File: config.mk
export PLATFORM = sky130hd
export DESIGN_NAME = abs_diff_error_monitor
export DESIGN_NICKNAME = d
export VERILOG_FILES = /design/src/rtl/abs_diff_error_monitor.sv
export SDC_FILE = /design/constraint.sdc
export NUM_CORES = 1
export LEC_CHECK = 0
export BUFFER_PORTS_ARGS = -buffer_cell sky130_fd_sc_hd__clkbuf_2
export CAP_MARGIN = 40
export CORE_MARGIN = 2
export CORE_UTILIZATION = 45
export CTS_BUF_LIST = sky130_fd_sc_hd__clkbuf_16
export DETAILED_ROUTE_END_ITERATION = 12
export HOLD_SLACK_MARGIN = 0.03
export PLACE_DENSITY = 0.7
export SLEW_MARGIN = 40
export SYNTH_ARGS = -nofsm -noshare
export SYNTH_HDL_FRONTEND = slang
export SYNTH_SLANG_ARGS = --single-unit
File: constraint.sdc
create_clock -name clk -period 3.16 [get_ports clk]
set_input_delay 0.316 -clock clk [delete_from_list [all_inputs] [get_ports clk]]
set_output_delay 0.316 -clock clk [all_outputs]
set_load 0.03 [all_outputs]
File: src/rtl/abs_diff_error_monitor.sv
// Sweeps every input vector through an external approximate |A-B| candidate and
// accumulates error statistics against the exact absolute difference.
module abs_diff_error_monitor #(
    parameter int unsigned IN_W  = 4,
    parameter int unsigned OUT_W = 2,
    parameter int unsigned ET    = 3
) (
    input  logic                  clk,
    input  logic                  rst_n,
    input  logic                  start,
    output logic [IN_W-1:0]       dut_in,
    input  logic [OUT_W-1:0]      dut_out,
    output logic                  busy,
    output logic                  done,
    output logic                  pass,
    output logic [OUT_W-1:0]      max_err,
    output logic [IN_W+OUT_W-1:0] err_sum,
    output logic [IN_W:0]         viol_cnt,
    output logic [IN_W-1:0]       first_fail_vec,
    output logic                  first_fail_valid
);

    localparam int unsigned HALF  = IN_W / 2;
    localparam int unsigned SUM_W = IN_W + OUT_W;

    typedef enum logic [1:0] {StIdle, StSweep, StDrain, StDone} state_e;

    state_e           state_q, state_d;
    logic [IN_W-1:0]  dut_in_q, dut_in_d;
    logic             busy_q, busy_d;
    logic             done_q, done_d;
    logic             pass_q, pass_d;
    logic [OUT_W-1:0] max_err_q, max_err_d;
    logic [SUM_W-1:0] err_sum_q, err_sum_d;
    logic [IN_W:0]    viol_cnt_q, viol_cnt_d;
    logic [IN_W-1:0]  ff_vec_q, ff_vec_d;
    logic             ff_valid_q, ff_valid_d;
    logic [IN_W-1:0]  s1_vec_q, s1_vec_d;
    logic [OUT_W-1:0] s1_out_q, s1_out_d;
    logic             s1_valid_q, s1_valid_d;

    logic [OUT_W-1:0] op_a, op_b, exact, err;

    always_comb begin
        op_a  = s1_vec_q[HALF-1:0];
        op_b  = s1_vec_q[IN_W-1:HALF];
        exact = (op_a >= op_b) ? op_a - op_b : op_b - op_a;
        // Compare before subtracting so the error never wraps.
        err   = (exact >= s1_out_q) ? exact - s1_out_q : s1_out_q - exact;
    end

    always_comb begin
        state_d    = state_q;
        dut_in_d   = dut_in_q;
        busy_d     = busy_q;
        done_d     = done_q;
        pass_d     = pass_q;
        max_err_d  = max_err_q;
        err_sum_d  = err_sum_q;
        viol_cnt_d = viol_cnt_q;
        ff_vec_d   = ff_vec_q;
        ff_valid_d = ff_valid_q;
        s1_vec_d   = s1_vec_q;
        s1_out_d   = s1_out_q;
        s1_valid_d = s1_valid_q;

        if (s1_valid_q) begin
            if (err > max_err_q) max_err_d = err;
            err_sum_d = err_sum_q + SUM_W'(err);
            if (32'(err) > ET) begin
                viol_cnt_d = viol_cnt_q + (IN_W + 1)'(1);
                if (!ff_valid_q) begin
                    ff_vec_d   = s1_vec_q;
                    ff_valid_d = 1'b1;
                end
            end
        end

        unique case (state_q)
            StIdle, StDone: begin
                if (start) begin
                    state_d    = StSweep;
                    dut_in_d   = '0;
                    busy_d     = 1'b1;
                    done_d     = 1'b0;
                    pass_d     = 1'b0;
                    max_err_d  = '0;
                    err_sum_d  = '0;
                    viol_cnt_d = '0;
                    ff_vec_d   = '0;
                    ff_valid_d = 1'b0;
                end
            end
            StSweep: begin
                s1_vec_d   = dut_in_q;
                s1_out_d   = dut_out;
                s1_valid_d = 1'b1;
                if (&dut_in_q) begin
                    dut_in_d = '0;
                    state_d  = StDrain;
                end else begin
                    dut_in_d = dut_in_q + IN_W'(1);
                end
            end
            StDrain: begin
                s1_valid_d = 1'b0;
                busy_d     = 1'b0;
                done_d     = 1'b1;
                pass_d     = (viol_cnt_d == '0);
                state_d    = StDone;
            end
            default: state_d = StIdle;
        endcase
    end

    always_ff @(posedge clk or negedge rst_n) begin
        if (!rst_n) begin
            state_q    <= StIdle;
            dut_in_q   <= '0;
            busy_q     <= 1'b0;
            done_q     <= 1'b0;
            pass_q     <= 1'b0;
            max_err_q  <= '0;
            err_sum_q  <= '0;
            viol_cnt_q <= '0;
            ff_vec_q   <= '0;
            ff_valid_q <= 1'b0;
            s1_vec_q   <= '0;
            s1_out_q   <= '0;
            s1_valid_q <= 1'b0;
        end else begin
            state_q    <= state_d;
            dut_in_q   <= dut_in_d;
            busy_q     <= busy_d;
            done_q     <= done_d;
            pass_q     <= pass_d;
            max_err_q  <= max_err_d;
            err_sum_q  <= err_sum_d;
            viol_cnt_q <= viol_cnt_d;
            ff_vec_q   <= ff_vec_d;
            ff_valid_q <= ff_valid_d;
            s1_vec_q   <= s1_vec_d;
            s1_out_q   <= s1_out_d;
            s1_valid_q <= s1_valid_d;
        end
    end

    assign dut_in           = dut_in_q;
    assign busy             = busy_q;
    assign done             = done_q;
    assign pass             = pass_q;
    assign max_err          = max_err_q;
    assign err_sum          = err_sum_q;
    assign viol_cnt         = viol_cnt_q;
    assign first_fail_vec   = ff_vec_q;
    assign first_fail_valid = ff_valid_q;

endmodule

==> results of run 1 <==
## worst register-to-register path: cells and delay by family (launching register included)
kind            cells  cell delay (ps)
compound gates      3              280
flops               1              360
fa+ha+maj           4             1590
simple gates        5              530
buf+inv             1               40
xor+xnor            1              170
## stage by stage
stage	hold WS (ps)	instance area, µm²	std cells	worst slack (ps)
finish	44.9	1710	216	87.8
global route	88.5	1710	216	-71.0
CTS	67.7	1670	215	5.28
detailed placement	344	1560	208	-211
global placement	335	1560	208	-138
floorplan	20.4	1510	158	33.7
## sequential cells by signal, indices dropped and copies added (netlist names)
| signal | flops |
|---|---|
| err_sum | 6 |
| dut_in | 4 |
| s1_vec_q | 4 |
| max_err | 2 |
| s1_out_q | 2 |
| state_q | 2 |
| busy | 1 |
| pass | 1 |
| s1_valid_q | 1 |
## logic make-up (layout without fill, tap and decap cells)
| logic type | count (synthesis) | count (layout) | synth area share, % |
|---|---|---|---|
| buffers and inverters | 31 | 45 | 11.5 |
| AO/OA/AOI/OAI | 31 | 31 | 16.2 |
| flip-flops | 23 | 23 | 38.9 |
| other | 1 | 10 | 0.254 |
| XOR/XNOR | 3 | 3 | 1.78 |
| multiplexers | 2 | 2 | 1.35 |
| adder cells (fa/ha/maj) | 18 | 18 | 16.8 |
| AND/OR/NAND/NOR | 40 | 40 | 13.3 |
## cell type report
cell class | count | area, µm² | share of cell area [%]
Clock inverter | 1 | 3.75 | 0.219
Clock buffer | 3 | 75.1 | 4.39
Tap cell | 44 | 55.1 | 3.22
Timing Repair Buffer | 24 | 133 | 7.75
Inverter | 17 | 63.8 | 3.73
Multi-Input combinational cell | 104 | 805 | 47.0
Sequential cell | 23 | 576 | 33.7
## synth_stat cells (all sizes together)
library cell and instances:
a211oi 2, a21o 1, a21oi 4, a22o 2, a31oi 1, a32o 1, and2 1, and2b 1
buf 14, conb 1, dfrtp 23, fa 3, ha 15, inv 17, mux2i 2, nand2 17
nand2b 2, nand3 4, nor2 10, nor2b 2, nor3 2, o211a 1, o211ai 1, o21ai 12
o22a 1, o22ai 1, o2bb2a 1, o311a 1, o311ai 1, o41ai 1, or3 1, xnor2 2
xor2 1
## repair_timing
item / 4_1_cts / 5_1_grt
setup buffers: 3 / 1
pin swaps: 1 / 4
endpoints found under the setup margin: 5 / 5
resized for setup: 5 / 9
hold buffers: 0 / 0
## path summary, 6_finish.rpt
kind                                    end  cells after the start  slack [ps]         from
worst max-delay path             err_sum[4]                     14          90  s1_vec_q[0]
worst min-delay path             err_sum[5]                      1          40        rst_n
worst max register to register   err_sum[4]                     14          90  s1_vec_q[0]
worst min register to register   err_sum[5]                      2         550   err_sum[5]
max in group asynchronous       s1_vec_q[2]                      1        2730        rst_n
min in group clk                s1_out_q[0]                      3         300   dut_out[0]
## per-layer routing
layer	wire (µm)	part of all wire (%)	vias to the layer above
met2	1340	51	24
met1	1210	46	540
li1	-	-	522
met5	0	0	-
met4	15	0.57	0
met3	76	2.9	2
## placed cells by master (no fill, tap or decap), types with 2 or more instances in the layout
| cell type | count |
|---|---|
| fa_2 | 3 |
| nand2b_1 | 2 |
| nand2_4 | 2 |
| a211oi_1 | 2 |
| a21oi_2 | 2 |
| nor2_1 | 9 |
| clkbuf_2 | 19 |
| nand3_1 | 3 |
| buf_4 | 5 |
| dfrtp_1 | 23 |
| mux2i_1 | 2 |
| clkbuf_16 | 3 |
| nor3_1 | 2 |
| conb_1 | 10 |
| a22o_1 | 2 |
| o21ai_0 | 9 |
| ha_1 | 14 |
| inv_1 | 17 |
| nand2_1 | 15 |
| o21ai_1 | 2 |
| nor2b_1 | 2 |
==> metrics.yaml, run 1 <==
rows: 20
maxSlewHeadroom_pct: 61.0
vias_per_cell: 5.04
nFillCells: 284
diodes: 0
ys_types: 39
antenna_found_initial: 0
synth_area_um2: 1480
finClkSkew_ps: 5.68
wl_per_cell_um: 12.2
syn_to_final_growth_pct: 15.7
yosysTopAreaCellShare_pct: 38.9
slowest_stage: "fa_2"
hp-class: "input port to async pin"
period_minus_slack_ps: 3070
postSynthAreaPerCell_um2: 9.93
worst_setup_path_start_kind: "register"
critPathBufInv: 1
rsz0062_at_grt: "true"
yosysTopAreaCell: "dfrtp_1"
fin_crit_sh_pct: 97.2
vias: 1088
postLayoutCoreUtil_pct: 55.6
setup_violations: 0
setup_tns_ps: 0
core_um2: 3080
cts_buffer_depth: 2
nNetsFinal: 196
drv_cap: 0
gp_routability_congestion: 0.768
finalWirelength_mm: 2.65
yosys-top-cells-area: "dfrtp_1 (39%), ha_1 (13%), buf_4 (6.1%)"
portBuffers: 19
synth-seq-cells: 23
die_w_um: 61.3
grt-ovfl-total: 0
met3_usage_pct: 2.52
final_max_slew_viol_count: 0
fp.dieH_um: 61.3
cp_cell_sequence: "inv_2 > ha_2 > fa_2 > o21ai_2 > fa_2 > nand2_1 > o21ai_1 > nand2_1 > o311a_1 > fa_2 > and2b_2 > nand3_2 > xor2_1 > nor2_1"
cts_tree: "yes"
synth_cells: 149
fmax_mhz: 326
dr.pass1.iters: 6
grt-busiest-layer: "met2"
cts.htree.levels: 1
final_layout_size_suffix_gt1_share_pct: 26.7
yosysWarnings: 0
grt_pass1_vias: 1051
grt_max_degree: 24
arrival_ps: 3210
cp_max_fo: 2
drtIter0Drc: 13
cp_data_required_time_ps: 3300
max_stage_delay_ps: 540
postRouteAntennaNets: 0
status: "completed"
initial_core_util_pct: 48.0
gr-usage-met2_pct: 26.4
cts_root_buf: "clkbuf_16"
dpl.hpwl_mm: 1.86
critPathKind: "register to register"
grtUsageTotal_pct: 15.7
crit_family: "adder cells"
cts_buffers: 3
route.detailed.drc: 0
dieArea_um2: 3760
grt_pass1_wl_mm: 4.37
pin_count: 30
worst_pin_slew_ps: 586
clk_pin_slew_ps: 60
clock_latency_ps: 250
use_met1_pct: 19.7
cts.sink_count: 23
hold_viol_final: 0
cp-end-kind: "register"
path_common_cell: "fa_2"
ys_seq_area_share_pct: 38.9
Power of run 1 is left out: the tool's default activity adds up to more than one toggle a clock period on the data nets, which glitch-free logic cannot reach.
==> run 2: changes to the inputs <==
- ABC_AREA: not set -> 1
==> run 2 against run 1 <==
Compared with the run above: clock skew shrank 3.8 ps; sequential share of layout area grew 1.9 points; final area shrank 5.3%; critical path type unchanged; largest cell class unchanged.
==> metrics.yaml, run 2 <==
clock_latency_ps: 250
postRouteAntennaNets: 0
core_um2: 3050
vias: 1068
cts_buffer_depth: 2
grt-ovfl-total: 0
arrival_ps: 3110
rows: 20
synth_area_um2: 1450
worst_pin_slew_ps: 563
cp_max_fo: 3
die_w_um: 60.7
cts_setup_buffers: 0
cts.htree.levels: 1
status: "completed"
ys_types: 22
final_layout_size_suffix_gt1_share_pct: 14.1
nFillCells: 301
finalWirelength_mm: 2.40
route.detailed.drc: 0
rsz0062_at_grt: "false"
synth-edff-count: 0
finClkSkew_ps: 1.90
synth_cells: 173
syn_to_final_growth_pct: 12.0
cp-end-kind: "register"
worst_setup_path_start_kind: "register"
hp-class: "input port to async pin"
r2r_end: "err_sum[4]"
r2r_cells: 16
final_max_slew_viol_count: 0
grt_pass1_vias: 1040
yosysTopAreaCell: "dfrtp_1"
ys.flop_type: "dfrtp_1"
pin_count: 30
initial_core_util_pct: 47.3
dieArea_um2: 3680
yosys-top-cells-area: "dfrtp_1 (40%), ha_1 (13%), nand2_1 (8.8%)"
cts_tree: "yes"
setup_violations: 0
hold_viol_final: 0
maxSlewHeadroom_pct: 62.4
yosysMostFrequentCell: "nand2_1"
dpl.hpwl_mm: 1.88
cts.sink_count: 23
fmax_mhz: 337
vias_per_cell: 4.53
drtIter0Drc: 13
cts_root_buf: "clkbuf_16"
setup_tns_ps: 0
grt_pass1_wl_mm: 4.36
yosys-top-cells-count: "nand2_1 (34), inv_1 (28), dfrtp_1 (23)"
fp.dieH_um: 60.7
largest_register_ffs: 6
synth-seq-cells: 23
postSynthAreaPerCell_um2: 8.35
rr_startpoint: "s1_vec_q[0]"
fin_crit_sh_pct: 94.0
cp_data_required_time_ps: 3300
postCtsHoldBufs: 0
drv_cap: 0
grt_max_degree: 24
yosysWarnings: 0
critPathKind: "register to register"
clk_pin_slew_ps: 60
diodes: 0
period_minus_slack_ps: 2970
grtUsageTotal_pct: 15.8
ys_seq_area_share_pct: 39.8
portBuffers: 19
r2r_setup_slack_ps: 190
nNetsFinal: 216
mostFrequentLayoutCells: "nand2_1 (34), inv_1 (29), dfrtp_1 (23)"
yosysTopAreaCellShare_pct: 39.8
wl_per_cell_um: 10.2
antenna_found_initial: 0
final_common_cell: "nand2_1"
post_cts_resized: 0
dr.pass1.iters: 4
cts_buffers: 3
gp_routability_congestion: 0.784
async_flop_share_pct: 100
## run 2: cell type report
cell class	count	area (µm²)	area share, %
clock buffer	3	75.1	4.64
clock inverter	1	3.75	0.232
inverter	28	105	6.49
multi-input combinational	117	702	43.4
sequential	23	576	35.5
tap	44	55.1	3.40
timing repair buffer	20	103	6.34
## run 2: cells by family (layout without fill, tap and decap cells)
| logic type | count (synthesis) | count (layout) | synth area share (%) |
|---|---|---|---|
| other cells | 1 | 10 | 0.259 |
| xor+xnor | 2 | 2 | 1.21 |
| compound gates | 26 | 26 | 9.70 |
| simple gates | 61 | 61 | 17.7 |
| buf+inv | 42 | 52 | 14.2 |
| flops | 23 | 23 | 39.8 |
| fa+ha+maj | 18 | 18 | 17.1 |
## run 2: worst max-delay path, stage by stage, from the launching register on
cell and delay (ps):
dfrtp_1 360, inv_1 60, ha_1 200, fa_1 350
a21boi_0 150, o21ai_1 220, ha_1 300, xor2_1 170
nand2_1 50, o21ai_1 70, buf_4 150, fa_1 370
inv_1 90, and3_1 160, nand2_1 50, nand2_1 50
nor2_1 40
## run 2: worst max path at each step
| stage | start | end | slack, ps | depth (start not counted) |
|---|---|---|---|---|
| global route | s1_vec_q[0] | err_sum[4] | 10 | 16 |
| floorplan | s1_vec_q[0] | max_err[0] | 200 | 13 |
| global placement | s1_vec_q[0] | err_sum[4] | 160 | 16 |
| CTS | s1_vec_q[0] | err_sum[4] | 40 | 16 |
| detailed placement | s1_vec_q[0] | err_sum[4] | 60 | 16 |
| finish | s1_vec_q[0] | err_sum[4] | 190 | 16 |
## run 2: layer usage
metal | wire (µm) | up-vias | GRT usage, % | share of wire, %
met5 | 0 | - | 0 | 0
met4 | 15 | 0 | 5.59 | 0.62
met3 | 63 | 2 | 2.56 | 2.6
met2 | 1160 | 17 | 26.1 | 48
met1 | 1170 | 494 | 21.2 | 49
li1 | - | 555 | - | -
## run 2: per-stage QoR
step	hold slack (ps)	setup slack [ps]	utilization [%]	cells	area, µm²
2_1_floorplan	20.4	195	-	182	1480
3_3_place_gp	343	159	50.3	232	1540
3_5_place_dp	344	60.4	50.3	232	1540
4_1_cts	71.6	39.6	52.9	236	1620
5_1_grt	99.7	11.1	53.0	236	1620
6_report	41.9	189	53.0	236	1620
Power of run 2 is left out for the same reason.
